`config.mk`:
```
export PLATFORM = sky130hd
export DESIGN_NAME = hazard_ctrl
export DESIGN_NICKNAME = d
export VERILOG_FILES = /design/src/rtl/hazard_ctrl.sv
export SDC_FILE = /design/constraint.sdc
export NUM_CORES = 1
export LEC_CHECK = 0
export CORE_MARGIN = 3
export CORE_UTILIZATION = 36
export CTS_BUF_LIST = sky130_fd_sc_hd__clkbuf_8
export CTS_CLUSTER_DIAMETER = 40
export DETAILED_ROUTE_END_ITERATION = 16
export GPL_TIMING_DRIVEN = 0
export HOLD_SLACK_MARGIN = 0.15
export PLACE_DENSITY_LB_ADDON = 0.1
export SLEW_MARGIN = 20
export SYNTH_ARGS = -nofsm -noshare
export SYNTH_HDL_FRONTEND = slang
export SYNTH_SLANG_ARGS = --single-unit
```
`constraint.sdc`:
```
create_clock -name clk -period 2.3 [get_ports clk]
set_input_delay 0.575 -clock clk [delete_from_list [all_inputs] [get_ports clk]]
set_output_delay 0.575 -clock clk [all_outputs]
set_load 0.02 [all_outputs]
```
`src/rtl/hazard_ctrl.sv`:
```
// Pipeline hazard controller: load-use stall, branch flush, memory-wait freeze and
// operand forwarding. Define HAZARD_PERF_CNT_EN to add stall/flush performance counters.

module hazard_fwd_sel (
  input  logic [3:0] ra,
  input  logic [3:0] ex_mem_wa,
  input  logic       ex_mem_reg_write,
  input  logic [3:0] mem_wb_wa,
  input  logic       mem_wb_reg_write,
  output logic [1:0] fwd
);
  // R15 is the PC; its writes never go through the bypass network.
  always_comb begin
    fwd = 2'b00;
    if (ex_mem_reg_write && (ex_mem_wa != 4'hF) && (ex_mem_wa == ra))
      fwd = 2'b10;
    else if (mem_wb_reg_write && (mem_wb_wa != 4'hF) && (mem_wb_wa == ra))
      fwd = 2'b01;
  end
endmodule

module hazard_ctrl #(
  parameter int unsigned WAIT_LIMIT = 15
) (
  input  logic       clk,
  input  logic       reset,
  input  logic [3:0] if_id_ra1,
  input  logic [3:0] if_id_ra2,
  input  logic [3:0] id_ex_ra1,
  input  logic [3:0] id_ex_ra2,
  input  logic [3:0] id_ex_wa,
  input  logic       id_ex_reg_write,
  input  logic       id_ex_mem_to_reg,
  input  logic [3:0] ex_mem_wa,
  input  logic       ex_mem_reg_write,
  input  logic [3:0] mem_wb_wa,
  input  logic       mem_wb_reg_write,
  input  logic       branch_taken,
  input  logic       dmem_req,
  input  logic       dmem_ready,
  output logic       pc_enable,
  output logic       if_id_enable,
  output logic       id_ex_enable,
  output logic       ex_mem_enable,
  output logic       if_id_flush,
  output logic       id_ex_bubble,
  output logic       mem_wb_bubble,
  output logic [1:0] fwd_a,
  output logic [1:0] fwd_b,
  output logic [1:0] state,
  output logic       mem_timeout
`ifdef HAZARD_PERF_CNT_EN
  ,
  output logic [15:0] stall_cycles,
  output logic [15:0] flush_count
`endif
);
  localparam int         NUM_OPS = 2;
  localparam logic [7:0] WAIT_LIM8 = 8'(WAIT_LIMIT);

  typedef enum logic [1:0] {
    RUN      = 2'b00,
    LU_STALL = 2'b01,
    FLUSH    = 2'b10,
    MEM_WAIT = 2'b11
  } act_e;

  act_e       act, state_q;
  logic       lu_hazard;
  logic [7:0] wait_cnt, wait_nxt;
  logic       timeout_q;

  logic [NUM_OPS-1:0][3:0] op_ra;
  logic [NUM_OPS-1:0][1:0] op_fwd;

  assign op_ra = {id_ex_ra2, id_ex_ra1};

  generate
    for (genvar g = 0; g < NUM_OPS; g++) begin : g_fwd
      hazard_fwd_sel u_fwd (
        .ra               (op_ra[g]),
        .ex_mem_wa        (ex_mem_wa),
        .ex_mem_reg_write (ex_mem_reg_write),
        .mem_wb_wa        (mem_wb_wa),
        .mem_wb_reg_write (mem_wb_reg_write),
        .fwd              (op_fwd[g])
      );
    end
  endgenerate

  // Outputs idle at RUN / register-file operands while reset is held.
  assign fwd_a = reset ? op_fwd[0] : 2'b00;
  assign fwd_b = reset ? op_fwd[1] : 2'b00;

  assign lu_hazard = id_ex_mem_to_reg && id_ex_reg_write && (id_ex_wa != 4'hF) &&
                     ((id_ex_wa == if_id_ra1) || (id_ex_wa == if_id_ra2));

  always_ff @(posedge clk) begin
    if (!reset) state_q <= RUN;
    else        state_q <= act;
  end

  always_comb begin
    act           = RUN;
    pc_enable     = 1'b1;
    if_id_enable  = 1'b1;
    id_ex_enable  = 1'b1;
    ex_mem_enable = 1'b1;
    if_id_flush   = 1'b0;
    id_ex_bubble  = 1'b0;
    mem_wb_bubble = 1'b0;
    // A branch seen during a wait stays frozen in EX and wins once memory is ready.
    if (reset) begin
      if (dmem_req && !dmem_ready) act = MEM_WAIT;
      else if (branch_taken)       act = FLUSH;
      else if (lu_hazard)          act = LU_STALL;
    end
    case (act)
      MEM_WAIT: begin
        pc_enable     = 1'b0;
        if_id_enable  = 1'b0;
        id_ex_enable  = 1'b0;
        ex_mem_enable = 1'b0;
        mem_wb_bubble = 1'b1;
      end
      FLUSH: begin
        if_id_flush  = 1'b1;
        id_ex_bubble = 1'b1;
      end
      LU_STALL: begin
        pc_enable    = 1'b0;
        if_id_enable = 1'b0;
        id_ex_bubble = 1'b1;
      end
      default: ;
    endcase
  end

  assign state = state_q;

  always_comb begin
    wait_nxt = 8'h00;
    if (act == MEM_WAIT)
      wait_nxt = (wait_cnt == 8'hFF) ? 8'hFF : wait_cnt + 8'h01;
  end

  always_ff @(posedge clk) begin
    if (!reset) begin
      wait_cnt  <= 8'h00;
      timeout_q <= 1'b0;
    end else begin
      wait_cnt <= wait_nxt;
      if ((act == MEM_WAIT) && (wait_nxt == WAIT_LIM8)) timeout_q <= 1'b1;
    end
  end

  assign mem_timeout = timeout_q;

`ifdef HAZARD_PERF_CNT_EN
  logic [15:0] stall_q, flush_q;

  always_ff @(posedge clk) begin
    if (!reset) begin
      stall_q <= 16'h0000;
      flush_q <= 16'h0000;
    end else begin
      if (((act == LU_STALL) || (act == MEM_WAIT)) && (stall_q != 16'hFFFF))
        stall_q <= stall_q + 16'h0001;
      if ((act == FLUSH) && (flush_q != 16'hFFFF))
        flush_q <= flush_q + 16'h0001;
    end
  end

  assign stall_cycles = stall_q;
  assign flush_count  = flush_q;
`endif

endmodule

```
==> flow_summary.yaml, run 1 <==
sta:
  worst_pin_slew_ns: 0.298
  slew_viol_final: 0
  tns_ns: 0
  whs_ns: 0.495
  fin_crit_ns: 2.27
  skew_ns: 0.00286
  fin_ws_ns: 0.0303
  hold_viol: 0
  maxSlewHeadroom_pct: 80.1
  fmax_mhz: 441
  period_share_pct: 98.7
  finalSetupViolCount: 0
  rsz0062_at_grt: "true"
place:
  dp_hpwl_mm: 2.21
  place_area_um2: 1450
  gp_congestion: 0.765
  dp_cells: 189
  dpl_worst_slack_ns: -0.991
  io_buffers: 49
route:
  drcViolationCount: 0
  wirelength_mm: 2.68
  via_per_inst: 5.14
  initialDrtViolationCount: 36
  wire_per_inst_um: 13.8
  antenna_left: 0
  drt-pass1-iter-count: 4
  vias: 998
yosys:
  synth_mux_area_share_pct: 1.10
  yosysSeqAreaShare_pct: 24.1
  ys_types: 34
  synthAdderAreaFrac_pct: 4.12
  synthCells: 112
  synth_nets: 152
  synth_xor_xnor_area_share_pct: 25.0
  syn_area_per_cell_um2: 8.14
  yosys_warnings: 0
  synth_area_um2: 912
  yosys.area_share.simple_pct: 26.7
  synth_top_family_by_area: "simple AND/OR/NAND/NOR gates"
  synth-seq-cells: 11
  synth_compound_area_share_pct: 13.2
die:
  ios: 51
  dieWidth_um: 56.3
  fp.dieH_um: 56.3
  core.rowCount: 17
  start_util_pct: 39.7
  dieArea_um2: 3170
  core_um2: 2300
global_routing:
  grt.overflow.total: 0
  antenna_found_initial: 0
  grt_pass1_vias: 963
  grt_usage_pct: 17.4
  grt_pass1_wl_mm: 4.42
  grt_max_degree: 11
cts:
  clock_sinks: 11
  cts_made_buffers: 3
  htreeDepth: 1
  clk_latency_ns: 0.24
  cts_tree: "yes"
  clk_path_buf_depth: 2
  clk_pin_slew_worst_paths_ns: 0.05
  cts_root_buffer: "clkbuf_8"
critical_path:
  cp-start-kind: "input port"
  r2r_cells: 7
  arrival_ns: 1.69
  cp-end-kind: "output port"
  cp_top_family: "adder cells"
  cp_max_fo: 3
  required_ns: 1.73
  cp.buffers_inverters: 3
  crit_path_cell_trace: "buf_2 > xnor2_1 > nand4_1 > a21oi_2 > o21ai_2 > ha_1 > inv_2 > buf_6"
  critPathSlowestCell: "ha_1"
  path_depth: 8
  critical_path_class: "input port to output port"
  slowest_delay_ns: 0.29
final_layout:
  layout_common_cells: "18 x xnor2_1, 16 x dlygate4sd2_1, 11 x dfxtp_1"
  layout-drive-gt1-share_pct: 30.7
  design_area_um2: 1540
  area_growth_syn_to_layout_pct: 68.9
  nNetsFinal: 207
  mostFrequentLayoutCell: "xnor2_1"
  nFillCells: 203
  diodes: 0
  fin_cells: 194
power_and_ir_drop:
  p_comb_share_pct: 31.1
  seq_power_share_pct: 35.2
  p_clk_share_pct: 33.7
  peakVddDrop_mv: 0.371
  p_int_uw: 407
  leakagePower_uw: 0.000677
  switching_share_pct: 26.1
  power_switching_uw: 144
  powerDensity_nw_per_um2: 358
status:
  run_status: "finished, final reports clean"
worst_hold_path:
  hold_depth: 1
  hold_path_class: "flip-flop to flip-flop"
flow_run:
  maxCapViolCount: 0
## routing by layer
layer | routed length [um] | track usage, % | up-vias
met1 | 1070 | 19.5 | 460
met5 | 0 | 0 | -
met2 | 1460 | 32.2 | 32
met4 | 0 | 3.05 | 0
li1 | - | - | 506
met3 | 146 | 5.29 | 0
## layout make-up
type | count | area [um2] | area share (%)
clock buffers | 3 | 41.3 | 2.68
repair buffers | 51 | 452 | 29.3
flip-flops and latches | 11 | 220 | 14.3
inverters | 5 | 18.8 | 1.22
multi-input cells | 92 | 743 | 48.3
well taps | 28 | 35.0 | 2.27
plain buffers | 3 | 26.3 | 1.71
clock inverters | 1 | 3.75 | 0.244
## worst paths after layout
path	end	slack (ns)	startpoint
worst max-delay path	id_ex_bubble	0.03	if_id_ra2[1]
worst min-delay path	wait_cnt[0]	0.49	wait_cnt[0]
worst max register to register	mem_timeout	0.65	wait_cnt[0]
worst min register to register	wait_cnt[0]	0.49	wait_cnt[0]
## state kept, by name, summed over array words and instances (netlist names)
name         flops
wait_cnt         8
state            2
mem_timeout      1
## synthesized netlist by cell type
library cell | n | share of area [%]
xnor2_1 | 25 | 24
dfxtp_1 | 11 | 24
nand4_1 | 10 | 6.9
a21oi_1 | 8 | 4.4
nor2_1 | 6 | 2.5
inv_1 | 5 | 2.1
nand3_1 | 5 | 2.7
nand2_1 | 4 | 1.6
nor3_1 | 4 | 2.2
and2_1 | 3 | 2.1
buf_4 | 3 | 2.5
ha_1 | 3 | 4.1
and3_1 | 2 | 1.4
o21a_1 | 2 | 1.6
o21ai_0 | 2 | 1.1
a31oi_1 | 1 | 0.69
a32o_1 | 1 | 1.1
and4_1 | 1 | 0.96
and4b_1 | 1 | 1.1
buf_6 | 1 | 1.2
mux2i_1 | 1 | 1.1
nand2_2 | 1 | 0.69
nand2b_1 | 1 | 0.69
nand3b_1 | 1 | 0.82
nand4b_1 | 1 | 0.96
nor2_2 | 1 | 0.69
nor2b_1 | 1 | 0.69
o211ai_1 | 1 | 0.82
o21bai_1 | 1 | 0.82
o22ai_1 | 1 | 0.69
o31a_2 | 1 | 1.1
o31ai_1 | 1 | 0.82
or4_1 | 1 | 0.82
xor2_1 | 1 | 0.96
## cell families after synthesis
kind of cell,count (synthesis)
compound gates,19
fa+ha+maj,3
mux,1
flops,11
buf+inv,9
xor+xnor,26
simple gates,43
## metrics by stage
step	total power, uW	util [%]
after floorplan	269	-
after global placement	364	63.1
after detailed placement	369	63.1
after CTS	555	65.3
after global routing	583	67.0
final	551	67.0
## repair_timing
action | in CTS | in global routing
endpoints found under the setup margin | 12 | 10
hold buffers | 0 | 0
setup buffers | 2 | 0
pin swaps | 17 | 6
gates resized for setup | 129 | 21
## power by group through the flow
stage          combinational, uW  clock (uW)  sequential, uW
2_1_floorplan               68.7           0             200
3_3_place_gp                 166           0             198
3_5_place_dp                 171           0             198
4_1_cts                      168         193             194
5_1_grt                      184         205             194
6_report                     171         186             194
No activity file was read; power rests on OpenSTA's default activity.
==> run 2: changes to the inputs <==
CORE_MARGIN = default   (was 3)
SKIP_CTS_REPAIR_TIMING = 1   (was default)
==> run 2 against run 1 <==
Compared with the run above: the run now ends with negative setup slack left; power up 1.3%; sequential power barely moved; via count grew 1.2%; global-route usage increased by 2.0 points; routed wire length is 4.8% higher; combinational power rose by 5%; register-to-register slack lost 0.02 ns; critical path type unchanged; largest power group unchanged.
==> flow_summary.yaml, run 2 (same netlist as run 1, synthesis figures left out) <==
final_layout:
  area_growth_syn_to_layout_pct: 76.0
  final_util_pct: 69.9
  design_area_um2: 1610
  multi_input_area_um2: 729
  top_register: "wait_cnt"
  nFillCells: 189
  largest_register_ffs: 8
  nNetsFinal: 209
  layout_common_cells: "23 x dlymetal6s2s_1, 18 x xnor2_1, 11 x dfxtp_1"
  regArea_um2: 220
  diodes: 0
  layout-drive-gt1-share_pct: 28.6
  mostFrequentLayoutCell: "dlymetal6s2s_1"
critical_path:
  critPathSlowestCell: "a21oi_2"
  arrival_ns: 1.76
  critical_path_class: "input port to output port"
  cp-start-kind: "input port"
  crit_path_cell_trace: "buf_8 > xnor2_2 > nand4_1 > a21oi_2 > o21ai_2 > inv_2 > ha_4 > inv_2 > buf_6 > buf_6"
  slowest_delay_ns: 0.21
  required_ns: 1.73
  cp_max_fo: 4
  cp-end-kind: "output port"
sta:
  skew_ns: 0.00124
  maxSlewHeadroom_pct: 78.6
  finalSetupViolCount: 2
  worst_pin_slew_ns: 0.320
  fin_ws_ns: -0.0321
  fin_crit_ns: 2.33
  rsz0062_at_grt: "true"
  fmax_mhz: 429
  hold_viol: 0
  slew_viol_final: 0
  period_share_pct: 101
die:
  fp.dieH_um: 52.3
  core.rowCount: 17
  dieWidth_um: 52.3
  start_util_pct: 39.7
  core_um2: 2300
  dieArea_um2: 2740
  ios: 51
global_routing:
  grt_pass1_wl_mm: 4.06
  antenna_found_initial: 0
  grt.overflow.total: 0
  grt_max_degree: 11
  grt_usage_pct: 19.3
  grt_pass1_vias: 932
place:
  gp_congestion: 0.797
  place_area_um2: 1450
  dp_hpwl_mm: 2.07
  io_buffers: 49
  dpl_worst_slack_ns: -1.00
cts:
  clk_latency_ns: 0.23
  clk_pin_slew_worst_paths_ns: 0.05
  clk_path_buf_depth: 2
  cts_tree: "yes"
  clock_sinks: 11
  cts_root_buffer: "clkbuf_8"
  htreeDepth: 1
  cts_made_buffers: 3
power_and_ir_drop:
  leakagePower_uw: 0.000819
  powerDensity_nw_per_um2: 348
  peakVddDrop_mv: 0.580
route:
  vias: 1010
  via_per_inst: 5.15
  drt-pass1-iter-count: 4
  initialDrtViolationCount: 11
  antenna_left: 0
  wirelength_mm: 2.81
  drcViolationCount: 0
  wire_per_inst_um: 14.3
status:
  run_status: "finished, violations left"
  violations: "negative setup slack"
worst_hold_path:
  hold_path_class: "flip-flop to flip-flop"
flow_run:
  maxCapViolCount: 0
[run 2: critical path: cells and delay by family]
kind | cells | cell delay (ns)
AO/OA/AOI/OAI | 2 | 0.32
XOR/XNOR | 1 | 0.15
adder cells (fa/ha/maj) | 1 | 0.14
buffers and inverters | 5 | 0.43
AND/OR/NAND/NOR | 1 | 0.13
[run 2: cell type report]
class / instances / share of cell area, %
buffer: 4 / 2.34
clock buffer: 3 / 2.57
clock inverter: 1 / 0.234
inverter: 5 / 1.17
multi-input combinational: 92 / 45.4
sequential: 11 / 13.7
tap: 28 / 2.18
timing repair buffer: 52 / 32.3
[run 2: path summary, 6_finish.rpt]
path,cells after the start,start,to,slack (ns)
max reg2reg,7,wait_cnt[0],mem_timeout,0.63
min,1,mem_timeout,mem_timeout,0.49
min reg2reg,1,mem_timeout,mem_timeout,0.49
max,10,id_ex_wa[1],id_ex_enable,-0.03
[run 2: metal layers]
layer,routed length (um),vias up,GRT usage [%]
met5,0,-,0
met4,19,0,1.75
met3,172,2,5.51
met2,1470,37,35.7
met1,1150,459,22.6
li1,-,512,-
[run 2: where the power goes]
part	internal (uW)	leakage [uW]	switching, uW
combinational	105	0.000703	75.1
clock	117	0.0000269	68.0
sequential	193	0.0000891	0.670
total	415	0.000819	144
[run 2: metrics by stage]
stage / TNS [ns] / cells / hold WS (ns) / total power (uW)
finish: -0.0418 / 196 / 0.488 / 558
floorplan: 0 / 112 / 0.447 / 269
global route: -0.412 / 196 / 0.511 / 583
CTS: -8.42 / 193 / 0.483 / 555
global placement: -8.49 / 189 / 0.453 / 364
detailed placement: -9.40 / 189 / 0.472 / 368
